[config.mk]
export PLATFORM = sky130hd
export DESIGN_NAME = conv1_stream_ctrl
export DESIGN_NICKNAME = d
export VERILOG_FILES = /design/src/rtl/conv1_stream_ctrl.sv
export SDC_FILE = /design/constraint.sdc
export NUM_CORES = 1
export LEC_CHECK = 0
export ABC_AREA = 1
export CAP_MARGIN = 20
export CELL_PAD_IN_SITES_DETAIL_PLACEMENT = 0
export CELL_PAD_IN_SITES_GLOBAL_PLACEMENT = 1
export CORE_AREA = 3 3 73 75
export CTS_CLUSTER_DIAMETER = 150
export DETAILED_ROUTE_END_ITERATION = 12
export DIE_AREA = 0 0 76 78
export DONT_BUFFER_PORTS = 1
export PLACE_DENSITY_LB_ADDON = 0.25
export SLEW_MARGIN = 0
export SYNTH_ARGS = -nofsm -noshare
export SYNTH_HDL_FRONTEND = slang
export SYNTH_SLANG_ARGS = --single-unit
[constraint.sdc]
create_clock -name clk -period 1.9 [get_ports clk]
set_clock_uncertainty 0.15 [all_clocks]
set_input_delay 0.38 -clock clk [delete_from_list [all_inputs] [get_ports clk]]
set_output_delay 0.38 -clock clk [all_outputs]
set_load 0.005 [all_outputs]
[src/rtl/conv1_stream_ctrl.sv]
// Frame sequencer for the conv1 3x3 line buffer: clear it, stream one image at one
// pixel per cycle with no gaps, drain, then count and tag the windows that come back.
module conv1_stream_ctrl #(
  parameter int WIDTH      = 28,
  parameter int HEIGHT     = 28,
  parameter int CLR_CYCLES = 2,
  parameter int DRAIN_MAX  = 8
) (
  input  logic                              clk,
  input  logic                              rst,
  input  logic                              start,
  output logic [$clog2(WIDTH*HEIGHT)-1:0]   img_addr,
  output logic                              img_rd_en,
  input  logic                              img_data,
  output logic                              buf_rst_n,
  output logic                              buf_pixel,
  input  logic                              buf_valid,
  output logic [$clog2(HEIGHT)-1:0]         win_row,
  output logic [$clog2(WIDTH)-1:0]          win_col,
  output logic                              busy,
  output logic                              done,
  output logic                              err
);

  localparam int NPIX = WIDTH * HEIGHT;
  localparam int EXP  = (WIDTH - 2) * (HEIGHT - 2);
  localparam int AW   = $clog2(NPIX);
  localparam int WCW  = $clog2(EXP + 1);
  localparam int CLW  = $clog2(CLR_CYCLES + 1);
  localparam int DW   = $clog2(DRAIN_MAX + 1);
  localparam int CW   = $clog2(WIDTH);

  localparam logic [AW-1:0]  LAST_ADDR  = AW'(NPIX - 1);
  localparam logic [WCW-1:0] EXP_CNT    = WCW'(EXP);
  localparam logic [WCW-1:0] LAST_WIN   = WCW'(EXP - 1);
  localparam logic [CW-1:0]  LAST_COL   = CW'(WIDTH - 3);
  localparam logic [CLW-1:0] CLR_LAST   = CLW'(CLR_CYCLES - 1);
  localparam logic [DW-1:0]  DRAIN_LAST = DW'(DRAIN_MAX - 1);

  typedef enum logic [2:0] {
    S_IDLE,
    S_CLEAR,
    S_STREAM,
    S_DRAIN,
    S_DONE
  } state_t;

  state_t         state;
  state_t         state_nx;
  logic           timeout;
  logic [CLW-1:0] clr_cnt;
  logic [DW-1:0]  drain_cnt;
  logic [WCW-1:0] win_cnt;
  logic           pix_vld;
  logic           win_take;
  logic           win_full_nx;

  // Windows only count while pixels are in flight, and never beyond a full frame.
  assign win_take    = buf_valid && (state == S_STREAM || state == S_DRAIN) && (win_cnt != EXP_CNT);
  assign win_full_nx = (win_cnt == EXP_CNT) || (win_take && win_cnt == LAST_WIN);

  assign busy      = (state != S_IDLE);
  assign done      = (state == S_DONE);
  assign buf_pixel = pix_vld & img_data;

  always_comb begin
    state_nx = state;
    timeout  = 1'b0;
    case (state)
      S_IDLE:   if (start) state_nx = S_CLEAR;
      S_CLEAR:  if (clr_cnt == CLR_LAST) state_nx = S_STREAM;
      S_STREAM: if (img_addr == LAST_ADDR) state_nx = S_DRAIN;
      S_DRAIN: begin
        if (win_full_nx) begin
          state_nx = S_DONE;
        end else if (drain_cnt == DRAIN_LAST) begin
          state_nx = S_DONE;
          timeout  = 1'b1;
        end
      end
      S_DONE:   state_nx = S_IDLE;
      default:  state_nx = S_IDLE;
    endcase
  end

  always_ff @(posedge clk) begin
    if (rst) begin
      state     <= S_IDLE;
      img_addr  <= '0;
      img_rd_en <= 1'b0;
      buf_rst_n <= 1'b0;
      pix_vld   <= 1'b0;
      clr_cnt   <= '0;
      drain_cnt <= '0;
      win_cnt   <= '0;
      win_row   <= '0;
      win_col   <= '0;
      err       <= 1'b0;
    end else begin
      state     <= state_nx;
      img_rd_en <= (state_nx == S_STREAM);
      pix_vld   <= img_rd_en;
      img_addr  <= (state == S_STREAM && state_nx == S_STREAM) ? img_addr + 1'b1 : '0;
      clr_cnt   <= (state == S_CLEAR) ? clr_cnt + 1'b1 : '0;
      drain_cnt <= (state == S_DRAIN) ? drain_cnt + 1'b1 : '0;
      // Release the buffer one cycle into STREAM, exactly when pixel 0 arrives.
      buf_rst_n <= (state == S_STREAM) || (state == S_DRAIN && state_nx == S_DRAIN);

      if (state == S_IDLE && start) begin
        err     <= 1'b0;
        win_cnt <= '0;
        win_row <= '0;
        win_col <= '0;
      end else if (win_take) begin
        win_cnt <= win_cnt + 1'b1;
        // The final window keeps its tag rather than stepping off the image.
        if (win_cnt != LAST_WIN) begin
          if (win_col == LAST_COL) begin
            win_col <= '0;
            win_row <= win_row + 1'b1;
          end else begin
            win_col <= win_col + 1'b1;
          end
        end
      end

      if (timeout) err <= 1'b1;
    end
  end

endmodule

======== Yosys cells after proc, flatten, opt, wreduce, memory -nomap -nowiden ========
Index checks and enable logic that the tools add are counted.
word-level totals
  flip-flop bits (word level) ............. 43
  input port bits ......................... 5
  output and inout bits ................... 26
cells by class
  $add $sub $neg .......................... 6
  eq/ne operators ......................... 14
  mux-type cells .......................... 12
  bitwise operators ....................... 4
  reductions and logical operators ........ 18
operators with widths
  cell                                                                    number
  10-bit equality test (second input constant)                            3
  10-bit by 1-bit adder with 10-bit output (second input constant)        2
  10-bit != test (second input constant)                                  2
  3-bit 2-to-1 mux                                                        5
  3-bit by 2-bit equality test with 1-bit output (second input constant)  4
  3-bit case mux with 4 select lines                                      1
  5-bit by 1-bit adder with 5-bit output (second input constant)          2
  2-bit OR reduction                                                      4
  1-bit logical AND                                                       6
  5-bit equality test (second input constant)                             1
  1-bit 2-to-1 mux                                                        5
  5-bit 2-to-1 mux                                                        1
  4-bit by 1-bit adder with 4-bit output (second input constant)          1
  4-bit by 3-bit equality test with 1-bit output (second input constant)  1
  3-bit by 1-bit equality test with 1-bit output (second input constant)  1
  3-bit equality test (second input constant)                             1
  3-bit zero test                                                         1
  1-bit logical OR                                                        3
  1-bit NOT                                                               3
  3-bit AND reduction                                                     1
  3-bit nonzero test                                                      1
  2-bit by 1-bit adder with 2-bit output (second input constant)          1
  2-bit by 1-bit equality test with 1-bit output (second input constant)  1
  2-bit AND reduction                                                     1
  other kinds (2)                                                         2

======== Depth between registers and ports, before layout ========
Gate-level depths: netlist (run 1).
  word-level depth ........................ 12
  gate-level depth with buffers ........... 11
  depth with buffers taken out ............ 11

======== Worst setup path after synthesis (run 1) ========
OpenSTA, ideal clock, no wires.
  kind .................................... register -> register
  start ................................... register win_cnt[0]
  end ..................................... register win_row[0]
  data arrival time ....................... 1.324 ns
  data required time ...................... 1.634 ns
  path slack .............................. 0.311 ns
  cell stages (with the launch flop) ...... 11
  buffers on the path ..................... 0
  cell sequence ........................... dfxtp_1 > inv_1 > ha_1 > nand3_1 > nor2_2 > nand2_2 > nand2_4 > nor2_4 > nand2_2 > o21ai_0 > nor2_1
between the ends
  word-level cells in the longest chain between the ends .. 3
  elaborated cells between the ends (all ways) .. 4
  classes of those cells .................. 2 x eq/ne; 2 x reduce/logical
RTL lines
  element                                 RTL line  text
  from (decl)                             53        logic [WCW-1:0] win_cnt;
  from (signal assigned)                  115       win_cnt <= win_cnt + 1'b1;
  10-bit != test                          59        assign win_take = buf_valid && (state == S_STREAM || state == S_DRAIN) && (win_cnt != EXP_CNT);
  1-bit logical AND                       59
  3-bit AND reduction (no source line) *  -
  to (signal assigned)                    120       win_row <= win_row + 1'b1;
  to (decl)                               18        output logic [$clog2(HEIGHT)-1:0] win_row,
Every way passes the cells marked *; elsewhere a longest branch is shown, timed or not.
A chain may end at the register's enable or synchronous reset.

======== Worst setup path after layout (run 1) ========
  start ................................... register win_cnt[0]
  end ..................................... register win_row[1]
The elaborated chain is that of the path after synthesis.

==> impl_metrics.toml, run 1 <==
[synthesis]
synth-simple-area-share_pct = 31.1
synth_area_per_cell_um2 = 7.40
synthCells = 284
syn-cell-area_um2 = 2100
yosys_warnings = 0
yosysSeqAreaShare_pct = 41.0
ys_types = 28
ys_ff_latch = 43
synth_top_family_by_area = "simple AND/OR/NAND/NOR gates"
synthMuxAreaShare_pct = 0
synthAdderAreaFrac_pct = 4.76
post-synth-top-area-cell = "dfxtp_1"
ys_top_cells_by_area = "dfxtp_1 41%, nand2_1 8.8%, inv_1 7.7%, nor2_1 6.8%, nand3_1 6.0%"
synth_nets = 297
synth_compound_area_share_pct = 7.38
netlist.area_leader.share_pct = 41.0
yosys.area_share.xor_xnor_pct = 6.67

[cells_and_area]
final_nets = 307
multi_input_area_um2 = 1050
fillers = 481
syn_to_final_growth_pct = 11.8
seq_area_um2 = 861
layout_common_cells = "49 x nand2_1, 43 x inv_1, 43 x dfxtp_1"
drive_gt1_share_pct = 10.2
fin_area_um2 = 2350
num_antenna_cells = 0
final_common_cell = "nand2_1"

[power_and_ir_drop]
switching_share_pct = 21.0
p_int_mw = 1.46
switching_power_mw = 0.388
power.leakage_nw = 0.872
p_clk_share_pct = 46.2
power_frac_seq_pct = 49.6
power_frac_comb_pct = 4.1
peakVddDrop_v = 0.000422
power_density_nw_per_um2 = 785

[setup_path]
crit_required_ps = 1950
crit_fanout = 10
start_kind = "register"
worstPathCellList = "inv_1 -> ha_1 -> nand3_1 -> nor2_2 -> nand2_2 -> nand2_4 -> nor2_4 -> nand2_2 -> o21ai_1 -> nor2_1"
path_common_cell = "nand2_2"
critical_path_arrival_ps = 1830
worst-path-buf-inv = 1
critPathSlowestCell = "dfxtp_1"
path_class = "register to register"
cpLargestDelayFamily = "simple AND/OR/NAND/NOR gates"
max_stage_delay_ps = 380
critPathCaptureType = "register"

[floorplanning]
fp.dieH_um = 78
die_w_um = 76
core.rowCount = 25
fp.coreArea_um2 = 4720
initial_core_util_pct = 44.5
io_pins = 31
dieArea_um2 = 5930

[hold_path]
hp-class = "input pin to register"

[detailed_routing]
drc_errors = 0
routedWlPerCell_um = 10.8
drt_pass1_iterations = 4
wirelength_um = 3920
first_iter_violations = 73
vias = 1679
ant_nets = 0
drt-vias-per-instance = 4.64

[placement]
place_area_um2 = 2200
io_buffers = 0
dpl.hpwl_um = 2960
pre_cts_ws_ps = 85.9
gp_congestion = 0.759

[status]
outcome = "complete, no violations"

[timing]
min_period_over_period_pct = 93.5
final_hold_viol_count = 0
final.min_clock_period_ps = 1780
fmax_ghz = 0.563
fin_setup_tns_ps = 0
rsz0062_at_grt = "yes"
slew-limit-headroom_pct = 74.6
setup_viol = 0
tightest_slew_ps = 379
setup_ws_ps = 123
slew_viol_final = 0

[clock_network]
insertion_delay_ps = 300
root_buffer = "clkbuf_8"
clk_pin_slew_ps = 80
cts_tree = "done"
h-tree-depth = 2
cts_buffers = 5
cts_buffer_depth = 2
cts.sinks = 43

[grt]
antenna_found_initial = 0
grt_pass1_wl_um = 6960
grt_overflow_total = 0
grtUsageTotal_pct = 14.6
grt_max_degree = 15
grt_pass1_vias = 1607

[run]
maxCapViolCount = 0
==> stage by stage <==
| stage | instances | total power [mW] | utilization, % | hold WS [ps] |
|---|---|---|---|---|
| after floorplan | 284 | 0.994 | - | 255 |
| after global routing | 362 | 1.91 | 49.8 | 5.48 |
| final | 362 | 1.84 | 49.8 | 16.0 |
| after detailed placement | 352 | 1.01 | 46.5 | 276 |
| after global placement | 352 | 1.01 | 46.5 | 266 |
| after CTS | 361 | 1.87 | 49.6 | 5.84 |
==> routing by layer <==
layer	track usage, %	vias up	wire length, µm
li1	-	916	-
met1	17.4	732	1830
met2	24.1	24	1810
met3	4.18	7	187
met4	7.61	0	87
met5	0	-	0
==> worst register-to-register path, stage by stage, from the launching register on <==
cell	delay [ps]
dfxtp_1	380
inv_1	90
ha_1	200
nand3_1	90
nor2_2	50
nand2_2	100
nand2_4	110
nor2_4	180
nand2_2	130
o21ai_1	160
nor2_1	50
==> repair_timing <==
item	4_1_cts	5_1_grt
hold endpoints to repair	5	0
hold buffers	1	0
buffers inserted	0	1
setup endpoints to repair	0	4
resized for setup	0	2
==> synth_stat cells <==
library cell,n
a21oi_1,18
a31oi_1,2
and3_1,2
buf_6,1
clkbuf_1,2
dfxtp_1,43
ha_1,8
inv_1,43
inv_2,3
nand2_1,49
nand2_2,4
nand2_4,1
nand3_1,25
nand3_2,2
nand4_1,1
nand4_4,1
nor2_1,38
nor2_2,3
nor2_4,1
nor3_1,8
nor3_4,1
nor3b_1,1
nor3b_2,1
o21ai_0,8
o21ai_1,1
o21bai_1,1
xnor2_1,5
xor2_1,11
==> cell type report <==
| class | instances | area share, % |
|---|---|---|
| Clock inverter | 3 | 2.87 |
| Inverter | 46 | 7.34 |
| Timing Repair Buffer | 6 | 2.02 |
| Tap cell | 67 | 3.57 |
| Sequential cell | 43 | 36.6 |
| Multi-Input combinational cell | 192 | 44.7 |
| Clock buffer | 5 | 2.93 |
==> sequential cells by signal, summed over array words and instances, names as in the netlist <==
name / cells
buf_rst_n: 1
clr_cnt: 2
drain_cnt: 4
err: 1
img_addr: 10
img_rd_en: 1
pix_vld: 1
state: 3
win_cnt: 10
win_col: 5
win_row: 5
==> kinds of logic after synthesis <==
family	Yosys count
and+or+nand+nor	138
adders and majority gates	8
AOI/OAI and AO/OA	30
xor gates and xnor gates	16
buffers and inverters	49
DFF	43
==> worst paths after layout <==
path,from,end,slack (ps),cells after the start
setup reg to reg,win_cnt[0],win_row[1],120,10
hold reg to reg,clr_cnt[0],clr_cnt[0],280,1
setup / recovery,win_cnt[0],win_row[1],120,10
hold / removal,rst,buf_rst_n,20,1
==> power by group through the flow <==
stage	clock network (mW)	logic, mW	registers (mW)
floorplan	0	0.0585	0.935
global placement	0	0.0718	0.937
detailed placement	0	0.0730	0.937
CTS	0.879	0.0761	0.916
global route	0.907	0.0878	0.917
finish	0.853	0.0759	0.916
(Power assumes the default switching activity.)
==> run 2, diff against run 1 <==
--- a/config.mk
+++ b/config.mk
@@ -9,10 +9,10 @@
 export CAP_MARGIN = 20
 export CELL_PAD_IN_SITES_DETAIL_PLACEMENT = 0
 export CELL_PAD_IN_SITES_GLOBAL_PLACEMENT = 1
-export CORE_AREA = 3 3 73 75
+export CORE_AREA = 3 3 88 90
 export CTS_CLUSTER_DIAMETER = 150
 export DETAILED_ROUTE_END_ITERATION = 12
-export DIE_AREA = 0 0 76 78
+export DIE_AREA = 0 0 91 93
 export DONT_BUFFER_PORTS = 1
 export PLACE_DENSITY_LB_ADDON = 0.25
 export SLEW_MARGIN = 0
==> impl_metrics.toml, run 2 (same netlist as run 1, synthesis figures left out) <==
[placement]
dpl.hpwl_um = 3390
gp_congestion = 0.759
dp_cells = 388
io_buffers = 0
place_area_um2 = 2270

[setup_path]
critical_path_arrival_ps = 1740
path_class = "register to register"
r2r_start = "win_cnt[0]"
r2r_cells = 10
start_kind = "register"
cpLargestDelayFamily = "simple AND/OR/NAND/NOR gates"
cp.depth = 10
crit_required_ps = 1950
critPathSlowestCell = "dfxtp_2"
worstPathCellList = "inv_1 -> ha_1 -> nand3_1 -> nor2_2 -> nand2_2 -> nand2_4 -> nor2_4 -> nand2_2 -> o21ai_0 -> nor2_1"
max_stage_delay_ps = 350
critPathCaptureType = "register"
crit_fanout = 8
path_common_cell = "nand2_2"
rr_endpoint = "win_row[1]"
regToRegSetupSlack_ps = 210
worst-path-buf-inv = 1

[hold_path]
hold_start = "rst"
hp-class = "input pin to register"
holdPathStages = 3
holdPathEnd = "drain_cnt[3]"

[detailed_routing]
highest_layer = "met4"
first_iter_violations = 65
drt-met1-wl_um = 2120
drt_pass1_iterations = 4
wirelength_um = 4490
wl_met3_um = 201
drt-vias-per-instance = 4.32
vias = 1724
routedWlPerCell_um = 11.3
drc_errors = 0
ant_nets = 0
dr_wl_met2_um = 2120

[grt]
grt_pass1_vias = 1597
grt_pass1_wl_um = 7450
antenna_found_initial = 0
grt_max_degree = 14
grtUsageTotal_pct = 11.0
grt_overflow_total = 0

[clock_network]
h-tree-depth = 2
cts.sinks = 43
cts_buffers = 5
cts_tree = "done"
root_buffer = "clkbuf_8"
cts_buffer_depth = 2
insertion_delay_ps = 300
clk_pin_slew_ps = 80

[floorplanning]
io_pins = 31
dieArea_um2 = 8460
fp.coreArea_um2 = 7140
initial_core_util_pct = 29.5
core.rowCount = 31
die_w_um = 91
fp.dieH_um = 93

[cells_and_area]
final_core_util_pct = 33.8
final_nets = 312
layout_common_cells = "49 x nand2_1, 43 x inv_1, 42 x dfxtp_1"
final_common_cell = "nand2_1"
syn_to_final_growth_pct = 14.8
drive_gt1_share_pct = 12.3
num_antenna_cells = 0
stdcell_count = 399
top_regs = "img_addr x10, win_cnt x10"
fin_area_um2 = 2410

[timing]
min_period_over_period_pct = 88.9
fin_setup_tns_ps = 0
fmax_ghz = 0.592
slew-limit-headroom_pct = 74.4
final.min_clock_period_ps = 1690
tightest_slew_ps = 380
setup_viol = 0
rsz0062_at_grt = "no"
slew_viol_final = 0
final_hold_viol_count = 0

[power_and_ir_drop]
power_density_nw_per_um2 = 722
peakVddDrop_v = 0.000309
power.leakage_nw = 0.895

[status]
outcome = "complete, no violations"

[run]
maxCapViolCount = 0
==> run 2: changes by cell type in the layout (fill, tap and decap cells not counted) <==
| cell | change |
|---|---|
| nor2_2 | +1 |
| dfxtp_1 | -1 |
| bufinv_16 | -1 |
| o21ai_0 | +2 |
| buf_4 | +5 |
| clkinvlp_4 | -1 |
| nor2_1 | -1 |
| clkbuf_8 | +1 |
| clkinv_2 | +1 |
| o21ai_1 | -2 |
| dfxtp_2 | +1 |
==> run 2: per-layer routing <==
| layer | GRT usage, % | vias up |
|---|---|---|
| li1 | - | 922 |
| met1 | 13.4 | 777 |
| met2 | 18.6 | 19 |
| met3 | 3.62 | 6 |
| met4 | 3.39 | 0 |
| met5 | 0 | - |
==> run 2: worst min-delay path: stages <==
cell and delay [ps]:
nor2_1 50, o21ai_0 70, a21oi_1 40
==> run 2: power breakdown <==
part / leakage [nW] / internal, mW / switching [mW]
Sequential: 0.347 / 0.908 / 0.00806
Combinational: 0.487 / 0.0262 / 0.0529
Clock: 0.0612 / 0.426 / 0.321
Total: 0.895 / 1.36 / 0.382
==> run 2: cell type report <==
cell class                 count  area (µm²)
clock inverter                 2        35.0
fill                         816        4720
tap                           99         124
sequential                    43         862
inverter                      46         173
multi-input combinational    192        1050
timing repair buffer          11        85.1
clock buffer                   6        82.6
==> run 2: per-stage QoR <==
stage	hold WS (ps)	total power, mW	setup slack [ps]
6_report	144	1.74	211
5_1_grt	147	1.82	11.0
4_1_cts	140	1.77	116
3_5_place_dp	270	1.01	126
3_3_place_gp	268	1.01	166
2_1_floorplan	255	0.994	311
==> run 2: worst max-delay path by stage <==
stage | start | end | slack (ps)
global placement | win_cnt[0] | win_row[1] | 170
finish | win_cnt[0] | win_row[1] | 210
floorplan | win_cnt[0] | win_row[0] | 310
CTS | win_cnt[0] | win_row[1] | 120
global route | img_addr[0] | img_addr[9] | 10
detailed placement | win_cnt[0] | win_row[0] | 130
==> run 2: repair_timing <==
action                                  4_1_cts  5_1_grt
resized for setup                             0        2
endpoints found under the setup margin        0        4
hold buffers                                  1        0
buffers inserted                              0        2
hold endpoints to repair                      6        0
